**config.mk**
```make
export PLATFORM = sky130hd
export DESIGN_NAME = mouse_pos_ctl
export DESIGN_NICKNAME = d
export VERILOG_FILES = /design/src/rtl/vga_pkg.sv /design/src/rtl/mouse_pos_ctl_btn_cond.sv /design/src/rtl/mouse_pos_ctl.sv
export SDC_FILE = /design/constraint.sdc
export NUM_CORES = 1
export LEC_CHECK = 0
export ABC_AREA = 1
export CORE_UTILIZATION = 25
export CTS_CLUSTER_DIAMETER = 100
export DETAILED_ROUTE_END_ITERATION = 6
export GPL_TIMING_DRIVEN = 0
export SLEW_MARGIN = 30
export SYNTH_ARGS = -nofsm -noshare
export SYNTH_HDL_FRONTEND = slang
export SYNTH_SLANG_ARGS = --single-unit
```
**constraint.sdc**
```tcl
create_clock -name clk -period 1.1 [get_ports clk]
set_input_delay 0.22 -clock clk [delete_from_list [all_inputs] [get_ports clk]]
set_output_delay 0.22 -clock clk [all_outputs]
set_load 0.02 [all_outputs]
```
**src/rtl/vga_pkg.sv**
```systemverilog
// Shared VGA-side definitions: cursor FSM state encoding, default screen limits
// and the coordinate clamp used when capturing raw mouse samples.
package vga_pkg;

  typedef enum logic [1:0] {
    IDLE    = 2'd0,
    PENDING = 2'd1,
    COMMIT  = 2'd2
  } state_e;

  localparam int unsigned SCREEN_H_MAX = 1023;
  localparam int unsigned SCREEN_V_MAX = 767;

  function automatic logic [11:0] clamp12(input logic [11:0] v, input logic [11:0] lim);
    return (v > lim) ? lim : v;
  endfunction

endpackage

```
**src/rtl/mouse_pos_ctl_btn_cond.sv**
```systemverilog
// Left-button conditioning: 2-flop synchronizer, plus an optional stable-time
// debounce filter when MOUSE_DEBOUNCE_EN is defined.
module btn_cond #(
  parameter int unsigned DB_CYCLES = 65000
) (
  input  logic clk,
  input  logic rst_n,
  input  logic btn_i,
  output logic held_o
);

  logic sync1_q, sync2_q;

  if (DB_CYCLES < 1) begin : g_db_range_chk
    $error("btn_cond: DB_CYCLES must be at least 1");
  end

  always_ff @(posedge clk or negedge rst_n) begin
    if (!rst_n) begin
      sync1_q <= 1'b0;
      sync2_q <= 1'b0;
    end else begin
      sync1_q <= btn_i;
      sync2_q <= sync1_q;
    end
  end

`ifdef MOUSE_DEBOUNCE_EN
  localparam int unsigned CW = $clog2(DB_CYCLES + 1);

  logic [CW-1:0] cnt_q;
  logic          held_q;

  // Count consecutive cycles of disagreement; any reversion restarts the wait.
  always_ff @(posedge clk or negedge rst_n) begin
    if (!rst_n) begin
      cnt_q  <= '0;
      held_q <= 1'b0;
    end else if (sync2_q != held_q) begin
      if (cnt_q == CW'(DB_CYCLES - 1)) begin
        held_q <= sync2_q;
        cnt_q  <= '0;
      end else begin
        cnt_q <= cnt_q + CW'(1);
      end
    end else begin
      cnt_q <= '0;
    end
  end

  assign held_o = held_q;
`else
  assign held_o = sync2_q;
`endif

endmodule

```
**src/rtl/mouse_pos_ctl.sv**
```systemverilog
// Cursor position controller: captures clamped mouse samples and commits them to
// xpos/ypos only during vertical blank. Optional button debounce: MOUSE_DEBOUNCE_EN.
module mouse_pos_ctl
  import vga_pkg::*;
#(
  parameter int unsigned H_MAX     = SCREEN_H_MAX,
  parameter int unsigned V_MAX     = SCREEN_V_MAX,
  parameter int unsigned DB_CYCLES = 65000
) (
  input  logic        clk,
  input  logic        rst_n,
  input  logic [11:0] mouse_x,
  input  logic [11:0] mouse_y,
  input  logic        mouse_left,
  input  logic        mouse_valid,
  input  logic        vblnk,
  output logic [11:0] xpos,
  output logic [11:0] ypos,
  output logic        left_held,
  output logic        click,
  output logic [11:0] click_x,
  output logic [11:0] click_y,
  output logic        pending
);

  localparam logic [11:0] HLim = 12'(H_MAX);
  localparam logic [11:0] VLim = 12'(V_MAX);

  state_e      state_q;
  logic [11:0] shadow_x_q, shadow_y_q;
  logic [11:0] xpos_q, ypos_q;
  logic        vblnk_q;
  logic        pending_q;
  logic        vblnk_rise_d;
  logic        held_prev_q;
  logic        click_q;
  logic [11:0] click_x_q, click_y_q;

  assign vblnk_rise_d = vblnk & ~vblnk_q;

  btn_cond #(.DB_CYCLES(DB_CYCLES)) u_btn_cond (
    .clk   (clk),
    .rst_n (rst_n),
    .btn_i (mouse_left),
    .held_o(left_held)
  );

  // Commit reads the old shadow while a same-cycle strobe overwrites it,
  // so that strobe naturally rolls over into the next frame.
  always_ff @(posedge clk or negedge rst_n) begin
    if (!rst_n) begin
      state_q    <= IDLE;
      shadow_x_q <= '0;
      shadow_y_q <= '0;
      xpos_q     <= '0;
      ypos_q     <= '0;
      vblnk_q    <= 1'b0;
      pending_q  <= 1'b0;
    end else begin
      vblnk_q <= vblnk;
      if (mouse_valid) begin
        shadow_x_q <= clamp12(mouse_x, HLim);
        shadow_y_q <= clamp12(mouse_y, VLim);
      end
      case (state_q)
        IDLE: begin
          if (mouse_valid) begin
            state_q   <= PENDING;
            pending_q <= 1'b1;
          end
        end
        PENDING: begin
          if (vblnk_rise_d) state_q <= COMMIT;
        end
        COMMIT: begin
          xpos_q <= shadow_x_q;
          ypos_q <= shadow_y_q;
          if (mouse_valid) begin
            state_q <= PENDING;
          end else begin
            state_q   <= IDLE;
            pending_q <= 1'b0;
          end
        end
        default: begin
          state_q   <= IDLE;
          pending_q <= 1'b0;
        end
      endcase
    end
  end

  always_ff @(posedge clk or negedge rst_n) begin
    if (!rst_n) begin
      held_prev_q <= 1'b0;
      click_q     <= 1'b0;
      click_x_q   <= '0;
      click_y_q   <= '0;
    end else begin
      held_prev_q <= left_held;
      click_q     <= left_held & ~held_prev_q;
      if (left_held & ~held_prev_q) begin
        click_x_q <= xpos_q;
        click_y_q <= ypos_q;
      end
    end
  end

  assign xpos    = xpos_q;
  assign ypos    = ypos_q;
  assign pending = pending_q;
  assign click   = click_q;
  assign click_x = click_x_q;
  assign click_y = click_y_q;

endmodule

```
### Word-level counts from Yosys, hierarchy flattened

Cells that the tools add are included.

* bits in registers: 80
* input port bits: 29
* output and inout bits: 51
* word-level logic and storage cells: 37

* magnitude comparators: 2
* eq/ne operators: 5
* multiplexer cells: 9
* bitwise operators: 5
* reduce and logical (&&, ||, !) cells: 3

Operators by type and width (number)
* greater-than comparator 12 x 10 -> 1 bit, second input constant: 2
* two-way mux 12 bit: 2
* != test 2 bit, second input constant: 3
* one-hot mux 2 bit (3 select lines): 1
* two-way mux 2 bit: 2
* two-way mux 1 bit: 3
* NOT 1 bit: 3
* one-hot mux 1 bit (3 select lines): 1
* AND reduction 3 bit: 1
* AND 1 bit: 2
* == test 2 x 1 -> 1 bit, second input constant: 1
* == test 2 bit, second input constant: 1
* zero test 2 bit: 1
* AND reduction 2 bit: 1

### Longest topological paths before layout

Gate-level depths: netlist of run 1.

* word-level depth: 4
* gate-level depth with buffers: 6
* gate-level depth less buffers: 5

### By module

From an unflattened synthesis of run 1, not the netlist that was laid out.

* cells, all modules: 331
* area total of the unflattened synthesis: 3051.7 µm²

By module, submodules not included
* mouse_pos_ctl: times used 1, cells each 329, area each 3001.6 µm², seq. area each 1951.9 µm²
* btn_cond: times used 1, cells each 2, area each 50.0 µm², seq. area each 50.0 µm²

### Worst setup path after synthesis of run 1

OpenSTA, ideal clock, no wires.

* path kind: flip-flop to flip-flop
* from: register u_btn_cond.sync2_q, in the netlist u_btn_cond.held_o
* to: register click_y_q[10], in the netlist click_y[10]
* setup time: 0.117 ns
* data arrival time: 0.921 ns
* data required time: 0.983 ns
* setup slack: 0.062 ns
* stages on the path, launching flop included: 6
* path buffers: 1
* period minus slack after synthesis: 1.038 ns
* cell sequence: dfrtp_1 -> nand2_2 -> inv_2 -> buf_4 -> nand2_1 -> nand2_1

* longest elaborated chain between the ends: 1

Ends and longest elaborated chain
* from (decl): line mouse_pos_ctl_btn_cond.sv:12 `logic sync1_q, sync2_q;`
* from (signal assigned): line mouse_pos_ctl_btn_cond.sv:24 `sync2_q <= sync1_q;`
* AND 1 bit: line mouse_pos_ctl.sv:102 `if (left_held & ~held_prev_q) begin`
* to (signal assigned): line mouse_pos_ctl.sv:104 `click_y_q <= ypos_q;`
* to (decl): line mouse_pos_ctl.sv:37 `logic [11:0] click_x_q, click_y_q;`

Every way passes these cells.
A chain may end at the register's enable or synchronous reset.

### Worst setup path in the final report of run 1

* from: register ypos_q[1], in the netlist ypos[1]
* to: output port ypos[1]

RTL lines
* from (decl): line mouse_pos_ctl.sv:31 `logic [11:0] xpos_q, ypos_q;`
* from (signal assigned): line mouse_pos_ctl.sv:77 `ypos_q <= shadow_y_q;`
* to (decl): line mouse_pos_ctl.sv:18 `output logic [11:0] ypos,`

No word-level cell between the ends.

==> results of run 1 <==
==> what timing repair did <==
| action | in CTS | in global routing |
|---|---|---|
| endpoints found under the setup margin | 51 | 79 |
| buffers inserted | 16 | 15 |
| pin swaps | 0 | 1 |
| gates cloned | 0 | 0 |
| hold endpoints to repair | 18 | 0 |
| hold buffers | 1 | 0 |
| resized for setup | 258 | 53 |
==> report_power, final <==
part | switching, uW | internal, uW | total (uW)
sequential | 514 | 3620 | 4130
combinational | 1860 | 1970 | 3830
clock | 1110 | 1870 | 2980
total | 3490 | 7460 | 10900
==> stage by stage <==
| step | instances | utilization [%] |
|---|---|---|
| after CTS | 586 | 37.6 |
| after global placement | 552 | 34.4 |
| after detailed placement | 553 | 34.6 |
| after floorplan | 331 | - |
| final | 601 | 40.0 |
| after global routing | 601 | 40.0 |
==> worst min-delay path, delay by kind of cell <==
kind	cells	cell delay, ns
buffers and inverters	1	0.14
AOI/OAI and AO/OA	1	0.07
and+or+nand+nor	1	0.07
==> per-layer routing <==
metal | vias up | part of all wire [%]
met3 | 12 | 4.2
met2 | 60 | 46
met5 | - | 0
met1 | 1182 | 47
li1 | 1255 | -
met4 | 0 | 2.0
==> synthesized netlist by cell type <==
| cell | n | area share (%) |
|---|---|---|
| inv_2 | 3 | 0.37 |
| a21oi_2 | 1 | 0.29 |
| a21oi_1 | 20 | 3.3 |
| nand3_1 | 10 | 1.6 |
| dfrtp_1 | 80 | 66 |
| nand2_1 | 93 | 11 |
| nor2_2 | 1 | 0.21 |
| nor2_1 | 61 | 7.5 |
| buf_6 | 1 | 0.37 |
| o21ai_0 | 17 | 2.8 |
| buf_2 | 10 | 1.6 |
| buf_4 | 4 | 0.98 |
| inv_1 | 28 | 3.4 |
| nor3b_1 | 1 | 0.25 |
| nand2_2 | 1 | 0.21 |
==> worst min-delay path by stage <==
stage / start / to / slack [ns] / cells after the start
2_1_floorplan: rst_n / click$_DFF_PN0_ / -0.08 / 0
3_3_place_gp: u_btn_cond.sync1_q$_DFF_PN0_ / u_btn_cond.held_o$_DFF_PN0_ / 0.34 / 0
3_5_place_dp: rst_n / shadow_x_q[5]$_DFFE_PN0P_ / 0.07 / 1
4_1_cts: mouse_valid / shadow_y_q[8]$_DFFE_PN0P_ / 0.21 / 3
5_1_grt: mouse_valid / shadow_y_q[8]$_DFFE_PN0P_ / 0.25 / 3
6_report: mouse_valid / shadow_y_q[8]$_DFFE_PN0P_ / 0.21 / 3
==> state kept, by name, indices dropped and copies added (netlist names), 2 cells and up <==
name and flops:
click_x 12, click_y 12, shadow_x_q 12, shadow_y_q 12
state_q 2, xpos 12, ypos 12
==> logic make-up (layout without fill, tap and decap cells) <==
kind of cell / after synthesis / count (layout) / synth area share [%]
AOI/OAI and AO/OA: 38 / 38 / 6.36
buffers and inverters: 46 / 173 / 6.81
DFF: 80 / 80 / 65.6
and+or+nand+nor: 167 / 167 / 21.2
==> final cells by class <==
type	instances	area, um^2	area share (%)
inverters	31	116	2.50
clock buffers	13	260	5.58
well taps	143	179	3.84
multi-input cells	205	850	18.2
flip-flops and latches	80	2000	42.9
clock inverters	3	40.0	0.859
plain buffers	15	106	2.28
repair buffers	111	1110	23.8
==> results.json, run 1 <==
{
  "clk_pin_slew_worst_paths_ns": 0.06,
  "rsz0062_at_grt": "yes",
  "crit_family": "flip-flops",
  "clock_sinks": 80,
  "drt_first_pass_iters": 4,
  "worst_slack_ns": -0.0351,
  "cp_slowest_stage_delay_ns": 0.43,
  "timing.final.crit_share_pct": 103,
  "slew_viol_final": 0,
  "vias": 2509,
  "die_h_um": 112,
  "grt_use_met3_pct": 3.08,
  "syn_area_um2": 3050,
  "rr_worst_depth": 6,
  "gp_congestion": 0.690,
  "synthCells": 331,
  "dp_slack_ns": -0.256,
  "met2_usage_pct": 19.1,
  "start_util_pct": 26.2,
  "cts_tree": "yes",
  "status": "finished with violations",
  "dieWidth_um": 112,
  "grt_pass1_vias": 2415,
  "r2r-start": "state_q[0]$_DFFE_PN0P_",
  "grt_max_degree": 63,
  "p_per_area_nw_per_um2": 2350,
  "fp.dieArea_um2": 12700,
  "wl_um": 7480,
  "pin_count": 80,
  "final_common_cell": "nand2_1",
  "route.detailed.drc": 0,
  "tightest_slew_ns": 0.432,
  "worst-path-max-fanout": 3,
  "relSlewSlack_pct": 71.2,
  "required_ns": 0.88,
  "power.total_uw": 10900,
  "drv_cap": 0,
  "dr.first_iter.drc_count": 150,
  "hold_viol_final": 0,
  "fmax_mhz": 881,
  "r2r_end": "ypos[5]$_DFFE_PN0N_",
  "cp-end-kind": "output port",
  "antenna_found_initial": 0,
  "gr-usage-met1_pct": 16.8,
  "path_depth": 1,
  "worst_hold_slack_ns": 0.212,
  "setup_violations": 6,
  "ys_seq_elements": 80,
  "path_buf_inv": 1,
  "fill_cells": 1162,
  "critPathSlowestCell": "dfrtp_1",
  "design_area_um2": 4660,
  "htree_levels": 3,
  "ys_seq_area_share_pct": 65.6,
  "violations": "negative setup slack",
  "syn_area_per_cell_um2": 9.22,
  "mostFrequentLayoutCells": "nand2_1 (92), dfrtp_1 (80), nor2_1 (61)",
  "cts-root-buf": "clkbuf_16",
  "io_buffers": 78,
  "final_layout_size_suffix_gt1_share_pct": 26.2,
  "p_leak_uw": 0.00233,
  "criticalPathCategory": "reg -> out",
  "wl_per_cell_um": 12.4,
  "grt-ovfl-total": 0,
  "peakVddDrop_mv": 0.761,
  "crit_chain": "buf_6",
  "synth_fp_nets": 360,
  "final_antenna_net_count": 0,
  "dpl_cell_area_um2": 4040,
  "arrival_ns": 0.92,
  "syn2layout_area_growth_pct": 52.8,
  "min_path_type": "in -> reg",
  "cts_buffer_depth": 2,
  "final_nets": 482,
  "core_um2": 11700,
  "grt_usage_pct": 12.6,
  "finalCriticalPeriod_ns": 1.14,
  "synth_cell_types": 15,
  "crit_path_end": "ypos[1]",
  "grt_pass1_wl_um": 12100,
  "dp_hpwl_um": 5220,
  "avgViaCountPerCell": 4.17,
  "clkLatencyLatePin_ns": 0.33,
  "r2r_slack_ns": 0.08,
  "busiest_layer": "met2",
  "diodes": 0,
  "cp-startpoint": "ypos[1]$_DFFE_PN0N_",
  "start_kind": "flop",
  "fin_skew_ns": 0.00462,
  "fin_tns_setup_ns": -0.123,
  "num_rows": 39,
  "cts_made_buffers": 9,
  "yosys_warnings": 0
}
Power figures use the tool's default switching activity.
==> inputs of run 2 (changes only) <==
Settings changed: CTS_BUF_LIST set to sky130_fd_sc_hd__clkbuf_2.
==> results.json, run 2 (synthesis results as in run 1) <==
{
  "timing.final.crit_share_pct": 122,
  "fill_cells": 1185,
  "dpl_cell_area_um2": 4040,
  "htree_levels": 3,
  "dp_hpwl_um": 5220,
  "p_leak_uw": 0.00229,
  "vias": 2512,
  "violations": "negative setup slack",
  "required_ns": 0.88,
  "grt-ovfl-total": 0,
  "fp.dieArea_um2": 12700,
  "setup_violations": 51,
  "antenna_found_initial": 1,
  "final_layout_size_suffix_gt1_share_pct": 27.2,
  "cts_tree": "yes",
  "peakVddDrop_mv": 0.657,
  "route.detailed.drc": 0,
  "clock_sinks": 80,
  "grt_pass1_wl_um": 12200,
  "final_nets": 487,
  "drv_cap": 0,
  "core_um2": 11700,
  "tightest_slew_ns": 0.430,
  "fin_tns_setup_ns": -9.94,
  "r2r-start": "u_btn_cond.held_o$_DFF_PN0_",
  "crit_chain": "buf_6",
  "worst_slack_ns": -0.237,
  "clkLatencyLatePin_ns": 0.50,
  "criticalPathCategory": "reg -> out",
  "start_util_pct": 26.2,
  "rr_worst_depth": 6,
  "slew_viol_final": 0,
  "num_rows": 39,
  "arrival_ns": 1.12,
  "worst_hold_slack_ns": 0.0840,
  "pin_count": 80,
  "status": "finished with violations",
  "path_buf_inv": 1,
  "wl_um": 7640,
  "critPathSlowestCell": "dfrtp_1",
  "mostFrequentLayoutCells": "nand2_1 (91), dfrtp_1 (80), nor2_1 (61)",
  "start_kind": "flop",
  "grt_usage_pct": 12.7,
  "design_area_um2": 4580,
  "cts_buffer_depth": 2,
  "fin_skew_ns": 0.0155,
  "grt_max_degree": 63,
  "avgViaCountPerCell": 4.14,
  "final_common_cell": "nand2_1",
  "r2r_slack_ns": 0.02,
  "gp_congestion": 0.690,
  "cp_slowest_stage_delay_ns": 0.46,
  "wl_per_cell_um": 12.6,
  "worst-path-max-fanout": 2,
  "cts-root-buf": "clkbuf_2",
  "grt_pass1_vias": 2464,
  "dr.first_iter.drc_count": 143,
  "rsz0062_at_grt": "yes",
  "clk_pin_slew_worst_paths_ns": 0.20,
  "dieWidth_um": 112,
  "p_per_area_nw_per_um2": 2080,
  "die_h_um": 112,
  "io_buffers": 78,
  "cts_made_buffers": 9,
  "cp-end-kind": "output port",
  "drt_first_pass_iters": 4,
  "min_path_type": "in -> async",
  "crit_family": "flip-flops",
  "syn2layout_area_growth_pct": 50.1,
  "final_antenna_net_count": 0,
  "fmax_mhz": 748,
  "r2r_end": "click_y[1]$_DFFE_PN0P_",
  "finalCriticalPeriod_ns": 1.34,
  "relSlewSlack_pct": 71.3,
  "hold_viol_final": 0
}
[run 2: metrics by stage]
step | instances | power, uW | utilization (%) | setup slack, ns
after global placement | 552 | 7230 | 34.4 | -2.97
after floorplan | 331 | 5550 | - | 0.0622
after detailed placement | 553 | 7310 | 34.6 | -0.256
after global routing | 607 | 10100 | 39.3 | -0.324
final | 607 | 9540 | 39.3 | -0.237
after CTS | 593 | 9450 | 37.8 | -0.308
[run 2: final cells by class]
cell class	count	area, um^2	area share (%)
sequential	80	2000	43.7
timing repair buffer	117	1210	26.4
multi-input combinational	205	861	18.8
tap	143	179	3.91
inverter	31	121	2.65
buffer	14	103	2.24
clock buffer	11	55.1	1.20
clock inverter	5	47.5	1.04
antenna	1	2.50	0.0546
[run 2: timing repair]
action | in CTS | in global routing
cloned | 0 | 1
gates resized for setup | 311 | 11
buffers inserted | 23 | 13
endpoints found under the setup margin | 54 | 84
pin swaps | 0 | 1
hold buffers | 2 | 0
hold endpoints to repair | 81 | 0
[run 2: worst max path at each step]
stage,startpoint,to,cells past startpoint
3_5_place_dp,mouse_y[10],shadow_y_q[0]$_DFFE_PN0P_,5
3_3_place_gp,rst_n,click_y[3]$_DFFE_PN0P_,1
6_report,ypos[1]$_DFFE_PN0N_,ypos[1],1
4_1_cts,ypos[9]$_DFFE_PN0N_,ypos[9],1
2_1_floorplan,u_btn_cond.held_o$_DFF_PN0_,click_y[10]$_DFFE_PN0P_,5
5_1_grt,ypos[1]$_DFFE_PN0N_,ypos[1],1
[run 2: where the power goes]
group          leakage [uW]  internal, uW  switching, uW  total (uW)
sequential         0.000920          3610            507        4110
combinational       0.00130          2030           1910        3940
clock             0.0000708           523            960        1480
[run 2: metal layers]
layer  vias to the layer above  wire [um]  track usage (%)  part of all wire (%)
li1                       1264          -                -                     -
met3                         7        240             1.94                   3.1
met1                      1186       3500             16.9                    46
met2                        55       3790             20.0                    50
met4                         0        118             7.20                   1.5
met5                         -          0                0                     0
==> inputs of run 3 (changes only) <==
Settings changed: ABC_CLOCK_PERIOD_IN_PS set to 1100.
==> results of run 3 <==
Final layout, timing and power as in run 2 (identical DEF).
